<file path="config.mk">
export PLATFORM = sky130hd
export DESIGN_NAME = de1_soc
export DESIGN_NICKNAME = d
export VERILOG_FILES = /design/src/rtl/de1_soc.sv
export SDC_FILE = /design/constraint.sdc
export NUM_CORES = 1
export LEC_CHECK = 0
export CAP_MARGIN = 20
export CELL_PAD_IN_SITES_DETAIL_PLACEMENT = 0
export CELL_PAD_IN_SITES_GLOBAL_PLACEMENT = 1
export CORE_AREA = 2 2 120 122
export CTS_BUF_LIST = sky130_fd_sc_hd__clkbuf_16
export DETAILED_ROUTE_END_ITERATION = 10
export DIE_AREA = 0 0 122 124
export PLACE_DENSITY_LB_ADDON = 0.05
export SETUP_SLACK_MARGIN = 0.2
export SYNTH_ARGS = -nofsm -noshare
export SYNTH_HDL_FRONTEND = slang
export SYNTH_SLANG_ARGS = --single-unit
</file>
<file path="constraint.sdc">
create_clock -name clock_50 -period 1.83 [get_ports clock_50]
set_input_delay 0.183 -clock clock_50 [delete_from_list [all_inputs] [get_ports clock_50]]
set_output_delay 0.183 -clock clock_50 [all_outputs]
set_load 0.02 [all_outputs]
</file>
<file path="src/rtl/de1_soc.sv">
`timescale 1ns/1ps
// de1_soc: DE1-SoC top generating 640x480@60 VGA test patterns, a frame counter on the
// seven-segment displays and switch mirroring on the LEDs.
module de1_soc #(
    parameter int H_VISIBLE = 640,
    parameter int H_FRONT   = 16,
    parameter int H_SYNC    = 96,
    parameter int H_BACK    = 48,
    parameter int V_VISIBLE = 480,
    parameter int V_FRONT   = 10,
    parameter int V_SYNC    = 2,
    parameter int V_BACK    = 33
) (
    input  logic       clock_50,
    input  logic [3:0] key,
    input  logic [9:0] sw,
    output logic [9:0] ledr,
    output logic [6:0] hex0,
    output logic [6:0] hex1,
    output logic [6:0] hex2,
    output logic [6:0] hex3,
    output logic [6:0] hex4,
    output logic [6:0] hex5,
    output logic       VGA_CLK,
    output logic       VGA_HS,
    output logic       VGA_VS,
    output logic       VGA_BLANK,
    output logic       VGA_SYNC,
    output logic [7:0] VGA_R,
    output logic [7:0] VGA_G,
    output logic [7:0] VGA_B
);
    localparam int H_TOTAL = H_VISIBLE + H_FRONT + H_SYNC + H_BACK;
    localparam int V_TOTAL = V_VISIBLE + V_FRONT + V_SYNC + V_BACK;
    localparam logic [9:0] H_MAX  = 10'(H_TOTAL - 1);
    localparam logic [9:0] V_MAX  = 10'(V_TOTAL - 1);
    localparam logic [9:0] H_VIS  = 10'(H_VISIBLE);
    localparam logic [9:0] V_VIS  = 10'(V_VISIBLE);
    localparam logic [9:0] HS_ON  = 10'(H_VISIBLE + H_FRONT);
    localparam logic [9:0] HS_OFF = 10'(H_VISIBLE + H_FRONT + H_SYNC);
    localparam logic [9:0] VS_ON  = 10'(V_VISIBLE + V_FRONT);
    localparam logic [9:0] VS_OFF = 10'(V_VISIBLE + V_FRONT + V_SYNC);
    localparam int BAR_W = H_VISIBLE / 8;
    // {R,G,B} per bar, bar 0 in the low bits: white, yellow, cyan, green, magenta, red, blue, black
    localparam logic [23:0] BAR_LUT = {3'b000, 3'b001, 3'b100, 3'b101,
                                       3'b010, 3'b011, 3'b110, 3'b111};

    logic        rst;
    logic        tick;
    logic        h_end;
    logic        v_end;
    logic        visible;
    logic        hs_n;
    logic        vs_n;
    logic [2:0]  bar;
    logic [2:0]  pix;
    logic [9:0]  hcount;
    logic [9:0]  vcount;
    logic [23:0] frame;

    function automatic logic [6:0] glyph(input logic [3:0] n);
        case (n)
            4'h0: glyph = 7'b1000000;
            4'h1: glyph = 7'b1111001;
            4'h2: glyph = 7'b0100100;
            4'h3: glyph = 7'b0110000;
            4'h4: glyph = 7'b0011001;
            4'h5: glyph = 7'b0010010;
            4'h6: glyph = 7'b0000010;
            4'h7: glyph = 7'b1111000;
            4'h8: glyph = 7'b0000000;
            4'h9: glyph = 7'b0010000;
            4'hA: glyph = 7'b0001000;
            4'hB: glyph = 7'b0000011;
            4'hC: glyph = 7'b1000110;
            4'hD: glyph = 7'b0100001;
            4'hE: glyph = 7'b0000110;
            default: glyph = 7'b0001110;
        endcase
    endfunction

    assign rst      = ~key[0];
    assign tick     = VGA_CLK;
    assign h_end    = hcount == H_MAX;
    assign v_end    = vcount == V_MAX;
    assign VGA_SYNC = 1'b0;
    assign ledr     = {sw[9:1], vcount < V_VIS};
    assign hex0     = glyph(frame[3:0]);
    assign hex1     = glyph(frame[7:4]);
    assign hex2     = glyph(frame[11:8]);
    assign hex3     = glyph(frame[15:12]);
    assign hex4     = glyph(frame[19:16]);
    assign hex5     = glyph(frame[23:20]);

    // The toggle is the pixel clock; counters advance when it is high, so VGA_CLK falls as they move.
    always_ff @(posedge clock_50 or posedge rst) begin
        if (rst)
            VGA_CLK <= 1'b0;
        else
            VGA_CLK <= ~VGA_CLK;
    end

    always_ff @(posedge clock_50 or posedge rst) begin
        if (rst) begin
            hcount <= '0;
            vcount <= '0;
        end else if (tick) begin
            hcount <= h_end ? '0 : hcount + 10'd1;
            if (h_end)
                vcount <= v_end ? '0 : vcount + 10'd1;
        end
    end

    always_comb begin
        visible = hcount < H_VIS && vcount < V_VIS;
        hs_n    = !(hcount >= HS_ON && hcount < HS_OFF);
        vs_n    = !(vcount >= VS_ON && vcount < VS_OFF);
        bar     = '0;
        for (int i = 1; i < 8; i++)
            if (hcount >= 10'(i * BAR_W))
                bar = 3'(i);
        pix = (!visible || !key[3]) ? 3'b000 :
              !key[2] ? {3{~(hcount[5] ^ vcount[5])}} :
              BAR_LUT[5'(bar) * 5'd3 +: 3];
    end

    always_ff @(posedge clock_50 or posedge rst) begin
        if (rst) begin
            VGA_HS    <= 1'b1;
            VGA_VS    <= 1'b1;
            VGA_BLANK <= 1'b0;
            VGA_R     <= '0;
            VGA_G     <= '0;
            VGA_B     <= '0;
        end else if (tick) begin
            VGA_HS    <= hs_n;
            VGA_VS    <= vs_n;
            VGA_BLANK <= visible;
            VGA_R     <= {8{pix[2]}};
            VGA_G     <= {8{pix[1]}};
            VGA_B     <= {8{pix[0]}};
        end
    end

    always_ff @(posedge clock_50 or posedge rst) begin
        if (rst)
            frame <= '0;
        else if (!key[1])
            frame <= '0;
        else if (tick && h_end && v_end && sw[0])
            frame <= frame + 24'd1;
    end
endmodule

</file>
==> key figures <==
STA
  • Final period util: 103%
  • FMAX: 530 MHz
  • Minimum clock period: 1.89 ns
  • Final setup skew: 0.0137 ns
  • Final setup fails: 9
  • Unrepaired setup endpoints after global routing: true
  • Fin. max-slew vios: 0
  • Slew margin rel.: 63.7%
  • Slew @ Worst Pin: 0.544 ns
  • Hold Fails Final Rpt: 0
  • PnR worst setup slack: -0.0553 ns

Routing
  • Drt drc: 0
  • Initial drt markers: 210
  • DRT Pass-1 Iters: 4
  • Routed vias/inst: 5.17
  • Total Wirelength: 14,800 um
  • Detail Route Antenna Nets: 0
  • DR WL/cell: 15.5 um
  • Total number of vias: 4,913

Synth
  • Post-synth top flop: dfrtp_1
  • Cells after synthesis: 574
  • Top-area cell type share of the netlist area: 25.8%
  • Most area-hungry cell type in the Yosys netlist: dfrtp_1
  • Register area share after synthesis: 26.9%
  • Synthesized area per cell: 8.28 sq um
  • Synth unique cells: 65
  • Syn_nets: 629
  • Mapped cell area: 0.00475 sq mm
  • Top cells by area, synth: dfrtp_1 (26%), ha_1 (11%), buf_4 (5.5%)
  • Yosys warns: 0
  • Number of synthesized register bits: 51
  • Async SR Flop Fraction: 100%
  • Post-synth EDFFs: 0

Pwr
  • Post-route total power: 2.56 mW
  • Lkg Pwr: 3.80 nW
  • Max VDD drop: 0.406 mV
  • Power per Cell Area: 304 mW/mm^2

Placed design
  • Post-Place Cell Area: 0.00645 sq mm
  • Post-DP HPWL: 9800 um
  • Port-buffer cells: 76
  • GPL Wtd Cong: 0.813

Global routing
  • Global Route met1 Usage: 24.4%
  • Pin count of the biggest net entering global routing: 25
  • GR Overflow Total: 0
  • Met2 usage: 34.1%
  • Most crowded layer after global routing: met2
  • Initial antenna violation count: 0
  • Vias in the first global route: 4,682
  • Gr usage total: 18.9%
  • Met3 Use GR: 2.01%
  • First-pass GRT wire length: 23,300 um

Floorplan
  • Number of cell rows: 43
  • CORE AREA: 0.0137 sq mm
  • Initial core utilization: 34.7%
  • Die height: 124 um
  • I/O Pins: 96
  • Die width: 122 um
  • Die ar.: 0.0151 sq mm

Worst setup path
  • Largest delay share family, worst path: simple AND/OR/NAND/NOR gates
  • Crit-path max cell delay: 0.52 ns
  • Worst path required time: 2.07 ns
  • R2R setup slack: -0.06 ns
  • Kind of critical path: reg2reg
  • Top cell by count, worst path: buf_4
  • Critical Path End Type: register
  • Buf+Inv Stages, Crit Path: 3
  • Startpoint type of the worst setup path: register
  • Crit-path max FO: 7
  • Arr. time, crit path: 2.12 ns
  • Critical-path top delay cell: or4b_1
  • Critical Path, Cell by Cell: inv_2 > ha_4 > nor4b_4 > buf_4 > buf_4 > nand3_4 > or4b_1 > a21oi_2

Hold path
  • Min-delay worst type: in2out

Layout
  • Post-layout net count: 824
  • N_diodes: 0
  • Fin util: 61.4%
  • Multi-input gate area: 0.00412 sq mm
  • Register area: 0.00129 sq mm
  • Post-Layout Inst Area: 0.00843 sq mm
  • Fillers: 1,138
  • Share of cells above drive strength 1: 55.6%
  • Area Growth Syn to Fin: 77.2%

Flow run
  • Max_cap viols: 0

Clock tree
  • CTS Buf Count: 5
  • Buffers from clock root to sink, at most: 2
  • H-tree depth: 2
  • Skew-Pair Late Insertion Delay: 0.30 ns
  • CTS clk-pin slew, worst paths: 0.08 ns
  • CTS tree: yes
  • Root Buffer: clkbuf_16
  • Clock Sinks: 51

Run status
  • Status: finished, violations left
  • Failing checks: setup timing
## synthesized netlist by cell type (9+ instances only)
library cell  count
nand2b_1         18
nor3_1            9
a21oi_1          29
nand2_1          69
clkbuf_1         27
and3_1            9
dfrtp_1          49
nor2b_1           9
mux2i_1          26
nand3_1          17
inv_1            29
nor4_2            9
buf_4            35
ha_1             40
o21ai_0          44
nand4_1          13
nor2_1           22
## cell type report
cell class,instances,share of cell area (%)
Tap cell,180,2.67
Inverter,30,1.63
Sequential cell,51,15.4
Clock inverter,3,0.757
Timing Repair Buffer,260,29.3
Clock buffer,5,1.48
Multi-Input combinational cell,421,48.8
## sequential cells by signal (all words and copies together) (netlist names)
signal	count
VGA_B	1
VGA_BLANK	1
VGA_CLK	1
VGA_G	1
VGA_HS	1
VGA_R	1
VGA_VS	1
frame	24
hcount	10
vcount	10
## metrics by stage
stage / TNS, ns / setup slack [ns] / hold WS [ns] / instances
after global placement: -2.72 / -0.156 / 0.189 / 886
final: -0.260 / -0.0553 / 0.366 / 950
after detailed placement: -3.52 / -0.149 / 0.187 / 886
after CTS: -0.159 / -0.0301 / 0.366 / 923
after global routing: -1.98 / -0.156 / 0.366 / 950
after floorplan: 0 / 0.0973 / -0.113 / 574
## timing repair
action | 4_1_cts | 5_1_grt
cloned | 1 | 0
gates resized for setup | 467 | 128
hold endpoints to repair | 18 | 0
hold buffers | 1 | 0
setup endpoints to repair | 84 | 103
pin swaps | 58 | 42
setup buffers | 27 | 27
## metal layers
metal / wire [um] / vias up / share of wire, %
met1: 6640 / 2388 / 45
li1: - / 2408 / -
met4: 145 / 0 / 0.98
met2: 7500 / 103 / 51
met5: 0 / - / 0
met3: 480 / 14 / 3.3
## report_power, final
group / switching (mW) / total, mW / internal, mW
clock network: 0.464 / 1.25 / 0.781
registers: 0.00648 / 1.14 / 1.13
logic: 0.110 / 0.179 / 0.0690
total: 0.580 / 2.56 / 1.98
## worst register-to-register path: stages (launching register included)
cell,delay (ns)
dfrtp_1,0.39
inv_2,0.08
ha_4,0.13
nor4b_4,0.17
buf_4,0.17
buf_4,0.12
nand3_4,0.12
or4b_1,0.52
a21oi_2,0.13
## final timing paths
kind | cells after the start | start | end
worst max-delay path | 8 | vcount[1] | frame[3]
worst min-delay path | 0 | sw[9] | ledr[9]
worst max register to register | 8 | vcount[1] | frame[3]
worst min register to register | 1 | VGA_BLANK | VGA_BLANK
max in group asynchronous | 3 | key[0] | frame[18]
min in group asynchronous | 2 | key[0] | vcount[8]
## placed cells by master (no fill, tap or decap), types with 5 or more instances in the layout
master / count
buf_4: 141
a21oi_1: 18
dlymetal6s2s_1: 19
nor3_1: 5
a21oi_2: 11
nand3b_1: 5
nor2b_4: 5
nor2_1: 20
inv_1: 14
and3_1: 5
xor2_1: 5
nand2_2: 9
nand4_1: 13
nand3_1: 14
buf_6: 73
clkdlybuf4s50_1: 11
ha_4: 33
dfrtp_1: 37
buf_12: 9
mux2i_1: 25
o21ai_1: 21
nand2_4: 7
clkbuf_16: 5
nand2_1: 52
inv_4: 5
o21ai_2: 19
o21a_1: 5
mux2_4: 5
nand2b_1: 15
dfrtp_2: 12
ha_1: 5
nor4_4: 10
inv_2: 10
## cells by family after synthesis
family	count (synthesis)	share of synthesized area, %
compound gates	120	15.5
xor+xnor	9	1.66
fa+ha+maj	40	10.5
buf+inv	103	11.2
flops	51	26.9
mux	32	7.13
other cells	1	0.0789
simple gates	218	27.0
Power figures use the tool's default switching activity.
